<file path="config.mk">
export PLATFORM = sky130hd
export DESIGN_NAME = freq_sweep_ctrl
export DESIGN_NICKNAME = d
export VERILOG_FILES = /design/src/rtl/freq_sweep_ctrl.sv
export SDC_FILE = /design/constraint.sdc
export NUM_CORES = 1
export LEC_CHECK = 0
export CORE_ASPECT_RATIO = 0.8
export CORE_UTILIZATION = 45
export DETAILED_ROUTE_END_ITERATION = 16
export PLACE_DENSITY_LB_ADDON = 0.25
export REMOVE_ABC_BUFFERS = 1
export SLEW_MARGIN = 10
export SYNTH_ARGS = -nofsm -noshare
export SYNTH_HDL_FRONTEND = slang
export SYNTH_SLANG_ARGS = --single-unit
</file>
<file path="constraint.sdc">
create_clock -name clk_in -period 1.9 [get_ports clk_in]
set_input_delay 0.38 -clock clk_in [delete_from_list [all_inputs] [get_ports clk_in]]
set_output_delay 0.38 -clock clk_in [all_outputs]
set_load 0.02 [all_outputs]
</file>
<file path="src/rtl/freq_sweep_ctrl.sv">
// Stepped-frequency clock divider: sweeps the tap select of a 12-bit counter up or down,
// switching taps only at counter wrap. Optional macro FSWEEP_LOOP_EN repeats the sweep until abort.
module freq_sweep_ctrl (
  input  logic       clk_in,
  input  logic       rst_n,
  input  logic       start,
  input  logic       mode,
  input  logic [3:0] dwell,
  input  logic       abort,
  output logic       clk_out,
  output logic [1:0] sel_cur,
  output logic       tick,
  output logic       busy,
  output logic       done
);

  typedef enum logic [1:0] {IDLE, ARM, RUN, DONE} state_t;

  state_t      state, state_nxt;
  logic [11:0] cnt;
  logic [1:0]  sel_nxt;
  logic        mode_q, mode_nxt;
  logic [3:0]  dwell_q, dwell_nxt;
  logic [3:0]  ecount, ecount_nxt;
  logic        clk_out_d;
  logic        wrap;
  logic [3:0]  dwell_eff;
  logic        met_reg, met_now, cnt_tick;
  logic        last_step;
  logic [1:0]  first_sel, step_sel;
`ifdef FSWEEP_LOOP_EN
  logic        done_q, done_pulse;
`endif

  always_comb begin
    case (sel_cur)
      2'b00:   clk_out = cnt[11];
      2'b01:   clk_out = cnt[10];
      2'b10:   clk_out = cnt[9];
      default: clk_out = cnt[8];
    endcase
  end

  assign tick      = clk_out & ~clk_out_d;
  assign wrap      = (cnt == 12'hFFF);
  assign dwell_eff = (dwell_q == 4'd0) ? 4'd1 : dwell_q;
  assign met_reg   = (ecount >= dwell_eff);
  assign cnt_tick  = tick & ~met_reg;
  // Include the tick being counted this cycle so the last step finishes one cycle after it.
  assign met_now   = met_reg | (cnt_tick & ((ecount + 4'd1) == dwell_eff));
  assign last_step = mode_q ? (sel_cur == 2'b00) : (sel_cur == 2'b11);
  assign first_sel = {2{mode_q}};
  assign step_sel  = mode_q ? (sel_cur - 2'd1) : (sel_cur + 2'd1);
  assign busy      = (state == ARM) || (state == RUN);

  always_comb begin
    state_nxt  = state;
    sel_nxt    = sel_cur;
    mode_nxt   = mode_q;
    dwell_nxt  = dwell_q;
    ecount_nxt = ecount;
`ifdef FSWEEP_LOOP_EN
    done_pulse = 1'b0;
`endif
    case (state)
      IDLE: begin
        if (start) begin
          mode_nxt   = mode;
          dwell_nxt  = dwell;
          ecount_nxt = '0;
          state_nxt  = ARM;
        end
      end
      ARM: begin
        if (abort) begin
          state_nxt = IDLE;
        end else if (wrap) begin
          sel_nxt    = first_sel;
          ecount_nxt = '0;
          state_nxt  = RUN;
        end
      end
      RUN: begin
        if (abort) begin
          state_nxt = IDLE;
        end else begin
          if (cnt_tick) ecount_nxt = ecount + 4'd1;
`ifdef FSWEEP_LOOP_EN
          done_pulse = last_step & met_now & ~met_reg;
          if (met_reg && wrap) begin
            sel_nxt    = last_step ? first_sel : step_sel;
            ecount_nxt = '0;
          end
`else
          if (met_now && last_step) begin
            state_nxt = DONE;
          end else if (met_reg && wrap) begin
            sel_nxt    = step_sel;
            ecount_nxt = '0;
          end
`endif
        end
      end
      default: state_nxt = IDLE;
    endcase
  end

`ifdef FSWEEP_LOOP_EN
  assign done = done_q;
`else
  assign done = (state == DONE);
`endif

  always_ff @(posedge clk_in or negedge rst_n) begin
    if (!rst_n) begin
      cnt       <= '0;
      sel_cur   <= '0;
      state     <= IDLE;
      mode_q    <= 1'b0;
      dwell_q   <= '0;
      ecount    <= '0;
      clk_out_d <= 1'b0;
`ifdef FSWEEP_LOOP_EN
      done_q    <= 1'b0;
`endif
    end else begin
      cnt       <= cnt + 12'd1;
      sel_cur   <= sel_nxt;
      state     <= state_nxt;
      mode_q    <= mode_nxt;
      dwell_q   <= dwell_nxt;
      ecount    <= ecount_nxt;
      clk_out_d <= clk_out;
`ifdef FSWEEP_LOOP_EN
      done_q    <= done_pulse;
`endif
    end
  end

endmodule

</file>
==> flow_metrics.py <==
metrics = {
    "drt": {
        "drt-initial-drc-count": 73,
        "avgViaCountPerCell": 5.45,
        "dr.pass1.iters": 4,
        "post-route-drc-count": 0,
        "detail_route.wirelength_mm": 3.64,
        "via_count": 1363,
        "wl_per_cell_um": 14.6,
        "ant_nets": 0,
    },
    "logic_synthesis": {
        "syn_area_um2": 1610,
        "yosysWarnings": 0,
        "netlist_top_cells_count": "dfrtp_1 (26), inv_1 (17), ha_1 (15)",
        "yosys_register_bits": 26,
        "ys_top_cells_by_area": "dfrtp_1 (40%), ha_1 (12%), xnor2_1 (4.9%)",
        "synth_top_area_frac": 0.404,
        "synthCells": 161,
        "async_reset_ff_frac": 1.00,
        "synth.avg_cell_area_um2": 10.0,
        "synth-main-ff-cell": "dfrtp_1",
        "yosysMostFrequentCell": "dfrtp_1",
        "synth_edf_count": 0,
        "synth_cell_types": 42,
        "ys_seq_area_frac": 0.404,
        "yosys.area.top_type": "dfrtp_1",
    },
    "worst_setup_path": {
        "worstReg2RegEnd": "state[0]",
        "critPathBufInv": 3,
        "endpoint_kind": "register",
        "reg2reg_slack_ps": -230,
        "path_delay_family": "compound AO/OA/AOI/OAI gates",
        "path_cells": "inv_2 > ha_4 > a222oi_1 > buf_4 > a211oi_4 > buf_4 > nand4_1 > a31o_1 > a211o_1",
        "arrival_ps": 2300,
        "worstPathRequired_ps": 2060,
        "r2r_start": "sel_cur[1]",
        "start_kind": "register",
        "reg2reg_depth": 9,
        "cp_common_cell": "buf_4",
        "crit_path_top_delay_cell": "dfrtp_1",
        "critPathMaxFanout": 3,
        "worstSetupPathType": "reg2reg",
        "cpPeakStageDelay_ps": 390,
    },
    "run_status": {
        "violations": "negative setup slack",
        "status": "finished, violations left",
    },
    "hold_path": {
        "hp-class": "in2async",
    },
    "place": {
        "port_buffers": 14,
        "hpwlAfterDp_mm": 2.64,
        "dpl_cell_area_um2": 1990,
        "gp_congestion": 0.880,
    },
    "final_layout": {
        "final_nets": 234,
        "synthToLayoutAreaGrowth_pct": 38.5,
        "postLayoutCellArea_um2": 2230,
        "fin_util": 0.652,
        "drive_above_1_share": 0.327,
        "antenna_cells": 0,
    },
    "floorplan": {
        "die_x_um": 68.9,
        "core_area_um2": 3420,
        "num_io_pins": 15,
        "rows": 19,
        "start_util": 0.470,
        "die_area_um2": 3820,
        "die_y_um": 55.5,
    },
    "cts": {
        "htreeDepth": 1,
        "cts.sinks": 26,
        "cts_tree": "built",
        "clk_path_buf_depth": 2,
        "clk_latency_ps": 270,
        "cts_buffers": 3,
        "clk_pin_slew_ps": 90,
        "hold_buffers": 0,
        "clockRootBuffer": "clkbuf_8",
    },
    "timing": {
        "hold_ws_ps": 461,
        "slew_violations": 0,
        "post-route-min-period_ps": 2130,
        "worst-slew-pin-transition_ps": 395,
        "setup_violations": 8,
        "post-route-period-util": 1.12,
        "finClkSkew_ps": 8.95,
        "fmax_ghz": 0.469,
        "fin_ws_ps": -231,
        "rsz0062_at_grt": "yes",
        "finalHoldViolations": 0,
        "relSlewSlack": 0.737,
    },
    "grt": {
        "grt_overflow": 0,
        "grt.busiest_layer": "met2",
        "grt_pass1_wl_mm": 5.94,
        "grt_pass1_vias": 1401,
        "antenna_found_initial": 0,
        "grt_max_degree": 27,
        "use_met1": 0.279,
        "grtUsageMet2": 0.319,
        "gr-usage-all-layers": 0.211,
        "use_met3": 0.0620,
    },
    "job": {
        "maxCapViolations": 0,
    },
    "pwr": {
        "ir_drop_v": 0.00114,
        "p_per_area_nw_per_um2": 1240,
        "p_leak_nw": 1.01,
    },
}
## sequential cells by signal, indices dropped and copies added (netlist names)
name	flops
mode_q	1
sel_cur	2
state	2
dwell_q	4
clk_out_d	1
cnt	12
ecount	4
## where the power goes
part	total [W]	switching [W]	internal [W]
Sequential	0.000758	0.0000994	0.000659
Combinational	0.00169	0.000845	0.000842
Clock	0.000311	0.000168	0.000142
Total	0.00276	0.00111	0.00164
## metal layers
| layer | up-vias | share of wire |
|---|---|---|
| li1 | 659 | - |
| met1 | 668 | 0.47 |
| met2 | 28 | 0.47 |
| met3 | 8 | 0.044 |
| met4 | 0 | 0.018 |
| met5 | - | 0 |
## worst max path at each step
stage,start,end,slack [ps],cells after the start
3_5_place_dp,sel_cur[0],clk_out,-340,5
6_report,sel_cur[1],state[0],-230,9
2_1_floorplan,sel_cur[0],state[0],-360,7
5_1_grt,sel_cur[0],clk_out,-330,6
4_1_cts,sel_cur[0],state[0],-200,9
3_3_place_gp,sel_cur[0],clk_out,-250,5
## final cells by class
cell class	count	area (um^2)
repair buffers	45	384
clock buffers	3	41.3
inverters	17	63.8
flip-flops and latches	26	651
well taps	42	52.6
fillers	286	1190
multi-input cells	117	1040
## placed cells by master (no fill, tap or decap), types with 7 or more instances in the layout
cell type / n
clkdlybuf4s50_1: 10
inv_1: 13
buf_4: 29
nand3_1: 8
nor2_1: 9
nand2_1: 10
xor2_1: 7
dfrtp_1: 26
xnor2_1: 9
ha_1: 10
## timing repair
| action | CTS | global route |
|---|---|---|
| pin swaps | 6 | 5 |
| buffers inserted | 5 | 1 |
| resized for setup | 32 | 15 |
| setup endpoints to repair | 11 | 11 |
## per-stage QoR
step	cells	setup WS (ps)	setup TNS, ps	total power [W]
floorplan	160	-363	-1590	0.00155
detailed placement	242	-343	-1730	0.00212
finish	250	-231	-1140	0.00276
global placement	242	-251	-1410	0.00207
global route	250	-327	-1930	0.00295
CTS	249	-201	-910	0.00259
## cell families after synthesis
group	synth area share
AO/OA/AOI/OAI	0.136
adder cells (fa/ha/maj)	0.117
multiplexers	0.0536
XOR/XNOR	0.0870
AND/OR/NAND/NOR	0.161
flip-flops	0.404
buffers and inverters	0.0420
No activity file was read; power rests on OpenSTA's default activity.
==> variant 1 (same settings) <==
The 4 states of `state_t` get a one-hot encoding in 4 bits.
--- a/src/rtl/freq_sweep_ctrl.sv
+++ b/src/rtl/freq_sweep_ctrl.sv
@@ -16,3 +16,3 @@
 
-  typedef enum logic [1:0] {IDLE, ARM, RUN, DONE} state_t;
+  typedef enum logic [3:0] {IDLE = 4'b0001, ARM = 4'b0010, RUN = 4'b0100, DONE = 4'b1000} state_t;
 
Function: no difference found for any inputs over 10 cycles, from zero or initial values and one cycle with rst_n low; not proved beyond that.
==> variant 1 against the original RTL <==
The run still ends with setup timing left; critical path depth decreased by 1; worst setup slack got worse by 0.22 ns; routed wire length increased by 21%; synthesized area decreased by 0.62%; design area increased by 13%; clock skew decreased by 0.0057 ns; fmax decreased by 9.3%; cell count increased by 6.8%; worst hold slack improved by 0.014 ns; sequential cell count increased by 2; total power decreased by 30%; non-clock buffer count increased by 30; highest routed layer unchanged.
==> variant 1: results (changes against the original RTL) <==
{
  "cts.repair.resized": {"value": 47, "change": "+47%"},
  "multi_input_area_share": {"value": 41.69, "unit": "%", "change": "-4.9 points"},
  "synth_compound_area_share": {"value": 14.70, "unit": "%", "change": "+1.1 points"},
  "post_synth_fa_ha_maj_area_fraction": {"value": 8.600, "unit": "%", "change": "-3.1 points"},
  "fraction_of_met3_tracks_used_by_global_routing": {"value": 4.545, "unit": "%", "change": "-1.7 points"},
  "setup_viol": {"value": 10, "change": "+2"},
  "grt_first_pass_wirelength": {"value": 7065, "unit": "um", "change": "+19%"},
  "yosys-top-cells-area": "dfrtp_1, ha_1, xnor2_1",
  "seq_cell_count": {"value": 28, "change": "+7.7%"},
  "gp_congestion": {"value": 0.8563, "change": "-2.7%"},
  "failed_checks": "setup timing",
  "detailedRoute.firstIterationViolations": {"value": 49, "change": "-33%"},
  "signal_buffers": {"value": 75, "change": "+67%"},
  "synthXorXnorAreaFrac": {"value": 8.757, "unit": "%", "change": "+0.054 points"},
  "run_status": "finished, violations left",
  "multi_input_area": {"value": 1049, "unit": "um2", "change": "+0.96%"},
  "power_report.internal_total": {"value": 0.001343, "unit": "W", "change": "-18%"},
  "finClkSkew": {"value": 0.003200, "unit": "ns", "change": "-0.005746 ns"},
  "dpl.hpwl": {"value": 2872, "unit": "um", "change": "+8.7%"},
  "dpl-instance-area": {"value": 2207, "unit": "um2", "change": "+11%"},
  "critical_path.slowest_cell": "a2111oi_4",
  "num-multi-input-gates": {"value": 108, "change": "-7.7%"},
  "cp_slowest_stage_delay": {"value": 0.42, "unit": "ns", "change": "+0.03 ns"},
  "synthesis.area_per_instance": {"value": 10.74, "unit": "um2", "change": "+7.4%"},
  "inv_count": {"value": 12, "change": "-5"},
  "vias_per_cell": {"value": 5.494, "change": "+0.78%"},
  "non_clock_buffer_area_share": {"value": 24.43, "unit": "%", "change": "+7.2 points"},
  "synthCells": {"value": 149, "change": "-7.5%"},
  "vdd_drop_max": {"value": 0.0008277, "unit": "V", "change": "-27%"},
  "num-nets-final": {"value": 248, "change": "+6.0%"},
  "critical_path_arrival": {"value": 2.54, "unit": "ns", "change": "+0.24 ns"},
  "post_drt_wl_per_cell": {"value": 16.55, "unit": "um", "change": "+14%"},
  "power.leakage": {"value": 1.126, "unit": "nW", "change": "+12%"},
  "groute.layer.met1.usage": {"value": 31.96, "unit": "%", "change": "+4.0 points"},
  "synth_cell_types": {"value": 45, "change": "+7.1%"},
  "synth-seq-area-share": {"value": 43.86, "unit": "%", "change": "+3.5 points"},
  "pin_count_of_the_biggest_net_entering_global_routing": {"value": 29, "change": "+7.4%"},
  "layout.clock.cell_area_share": {"value": 2.189, "unit": "%", "change": "+0.34 points"},
  "grt_use_total": {"value": 24.78, "unit": "%", "change": "+3.7 points"},
  "n_clock_buffer": {"value": 4, "change": "+1"},
  "final_worst_setup_slack": {"value": -0.4507, "unit": "ns", "change": "-0.2195 ns"}
}
-- variant 1: path summary, 6_finish.rpt --
| path | startpoint | endpoint | slack (ns) | depth (start not counted) |
|---|---|---|---|---|
| worst max register to register | dwell_q[3]$_DFFE_PN0P_ | ecount[1]$_DFFE_PN0P_ | -0.45 | 8 |
| worst min register to register | cnt[1]$_DFF_PN0_ | cnt[1]$_DFF_PN0_ | 0.50 | 1 |
| worst max-delay path | dwell_q[3]$_DFFE_PN0P_ | ecount[1]$_DFFE_PN0P_ | -0.45 | 8 |
| max in group asynchronous | rst_n | state[0]$_DFFE_PN1P_ | 1.13 | 2 |
| min in group clk_in | cnt[1]$_DFF_PN0_ | cnt[1]$_DFF_PN0_ | 0.50 | 1 |
| worst min-delay path | rst_n | ecount[2]$_DFFE_PN0P_ | 0.48 | 2 |
==> variant 2 (same flow settings) <==
Without the edit above. Build with the macro `FSWEEP_LOOP_EN` defined.
--- a/src/rtl/freq_sweep_ctrl.sv
+++ b/src/rtl/freq_sweep_ctrl.sv
@@ -2,2 +2,4 @@
 // switching taps only at counter wrap. Optional macro FSWEEP_LOOP_EN repeats the sweep until abort.
+`define FSWEEP_LOOP_EN
+
 module freq_sweep_ctrl (
Behaviour: same outputs for any inputs over 10 cycles, from zero or initial values and one cycle with rst_n low; that may be too few to reach the edited logic, so the function may still have changed.
==> variant 2 against the original RTL <==
The flow still finishes with violations (setup timing); clock skew hardly changed; via count decreased by 1.3%; design area increased by 5.1%; sequential share of layout area decreased by 0.30 points; sequential cell count rose by 1; routed wire length is 11% higher; worst hold slack got worse by 0.0030 ns; synthesized area down 2.6%; worst setup slack got worse by 0.046 ns; total power is 25% lower; largest cell class unchanged.
==> variant 2: results (changes against the original RTL) <==
{
  "timing.rr.end": "ecount[3]$_DFFE_PN0P_",
  "run_status": "finished, violations left",
  "via_count_of_the_first_global_routing_pass": {"value": 1337, "change": "-4.6%"},
  "finClkSkew": {"value": 0.009063, "unit": "ns", "change": "+0.0001175 ns"},
  "max-slew-margin-rel": {"value": 73.89, "unit": "%", "change": "+0.22 points"},
  "num-nets-final": {"value": 235, "change": "+0.43%"},
  "crit-reg2reg-launch": "dwell_q[1]$_DFFE_PN0P_",
  "gp_congestion": {"value": 0.9540, "change": "+8.4%"},
  "grt_use_total": {"value": 22.00, "unit": "%", "change": "+0.93 points"},
  "ctsRootBufferMaster": "clkbuf_8",
  "cells_on_worst_reg2reg_path": {"value": 8, "change": "-1"},
  "post-place-ws": {"value": -0.4319, "unit": "ns", "change": "-0.08890 ns"},
  "setup_viol": {"value": 7, "change": "-1"},
  "crit_path_max_fanout": {"value": 4, "change": "+1"},
  "pin_count_of_the_biggest_net_entering_global_routing": {"value": 28, "change": "+3.7%"},
  "failed_checks": "setup timing",
  "dpl.hpwl": {"value": 2632, "unit": "um", "change": "-0.41%"},
  "grt_first_pass_wirelength": {"value": 5858, "unit": "um", "change": "-1.4%"},
  "antennaDiodeCount": {"value": 0, "change": "unchanged"},
  "min-delay-path-class": "in2async",
  "synth_cell_types": {"value": 38, "change": "-9.5%"},
  "layout.filler_cells": {"value": 220, "change": "-23%"},
  "detailedRoute.firstPassIterationCount": {"value": 6, "change": "+2"},
  "detailedRoute.firstIterationViolations": {"value": 42, "change": "-42%"},
  "power.leakage": {"value": 1.075, "unit": "nW", "change": "+6.8%"},
  "synth.top_cells.by_count": "dfrtp_1, inv_1, ha_1",
  "critical_path.slowest_cell": "or4b_4",
  "vias_per_cell": {"value": 5.359, "change": "-1.7%"},
  "layout-drive-gt1-share": {"value": 45.02, "unit": "%", "change": "+12 points"},
  "cp_slowest_stage_delay": {"value": 0.52, "unit": "ns", "change": "+0.13 ns"},
  "vdd_drop_max": {"value": 0.0007154, "unit": "V", "change": "-37%"},
  "final_worst_setup_slack": {"value": -0.2773, "unit": "ns", "change": "-0.04600 ns"},
  "yosys-top-cells-area": "dfrtp_1, ha_1, xnor2_1",
  "dpl-instance-area": {"value": 2032, "unit": "um2", "change": "+1.9%"},
  "synth-seq-area-share": {"value": 43.10, "unit": "%", "change": "+2.7 points"},
  "post_drt_wl_per_cell": {"value": 16.09, "unit": "um", "change": "+10%"},
  "critical_path_arrival": {"value": 2.38, "unit": "ns", "change": "+0.08 ns"}
}
==> variant 2: cell type report <==
cell class              instances  area share [%]
clock buffers                   4           1.921
inverters                      17           2.721
multi-input cells             101           42.80
flip-flops and latches         27           28.87
well taps                      40           2.134
repair buffers                 62           21.56
==> variant 2: metrics by stage <==
stage                     utilization [%]  hold slack (ns)  TNS, ns  instances
after floorplan                         -          0.08441   -1.529        145
after global placement              63.54           0.4745   -2.036        236
after detailed placement            63.54           0.4888   -2.610        236
after CTS                           68.15           0.4757   -1.357        247
after global routing                73.32           0.5174   -1.879        251
final                               73.32           0.4584   -1.197        251
==> variant 2: timing repair <==
action / CTS / global route
pin swaps: 7 / 5
endpoints found under the hold margin: 0 / 0
setup buffers: 7 / 4
gates resized for setup: 22 / 32
setup endpoints to repair: 10 / 10
cloned: 0 / 0
==> variant 2: kinds of logic (layout without fill, tap and decap cells) <==
kind of cell | Yosys count | in the layout | synth area share [%]
AND/OR/NAND/NOR | 36 | 36 | 14.13
AO/OA/AOI/OAI | 28 | 28 | 13.33
flip-flops | 27 | 27 | 43.10
buffers and inverters | 18 | 83 | 4.309
XOR/XNOR | 15 | 15 | 8.380
adder cells (fa/ha/maj) | 14 | 14 | 11.17
multiplexers | 8 | 8 | 5.586
==> variant 2: how the worst max path moves through the flow <==
stage / to / depth (start not counted) / slack, ns / startpoint
2_1_floorplan: ecount[3]$_DFFE_PN0P_ / 8 / -0.39 / dwell_q[2]$_DFFE_PN0P_
3_3_place_gp: ecount[3]$_DFFE_PN0P_ / 8 / -0.37 / dwell_q[2]$_DFFE_PN0P_
3_5_place_dp: ecount[3]$_DFFE_PN0P_ / 8 / -0.43 / dwell_q[2]$_DFFE_PN0P_
4_1_cts: ecount[3]$_DFFE_PN0P_ / 7 / -0.26 / state[0]$_DFFE_PN0P_
5_1_grt: ecount[3]$_DFFE_PN0P_ / 8 / -0.34 / dwell_q[1]$_DFFE_PN0P_
6_report: ecount[3]$_DFFE_PN0P_ / 8 / -0.28 / dwell_q[1]$_DFFE_PN0P_
==> variant 2: metal layers <==
metal  share of wire, %  track usage, %
met4                1.8           7.639
met3                2.8           5.625
met2                 52           38.89
met1                 43           25.97
met5                  0               0
==> variant 2: report_power, final <==
group / switching (W) / total (W) / leakage, nW / internal, W
clock network: 0.000190 / 0.000341 / 0.0228 / 0.000151
registers: 0.0000551 / 0.000694 / 0.344 / 0.000639
logic: 0.000427 / 0.00104 / 0.708 / 0.000616
total: 0.000672 / 0.00208 / 1.07 / 0.00141
==> variant 2: critical path, delay by kind of cell (launching register included) <==
kind            cells  cell delay (ns)
fa+ha+maj           1             0.23
compound gates      4             0.81
buf+inv             1             0.05
flops               1             0.37
simple gates        2             0.65
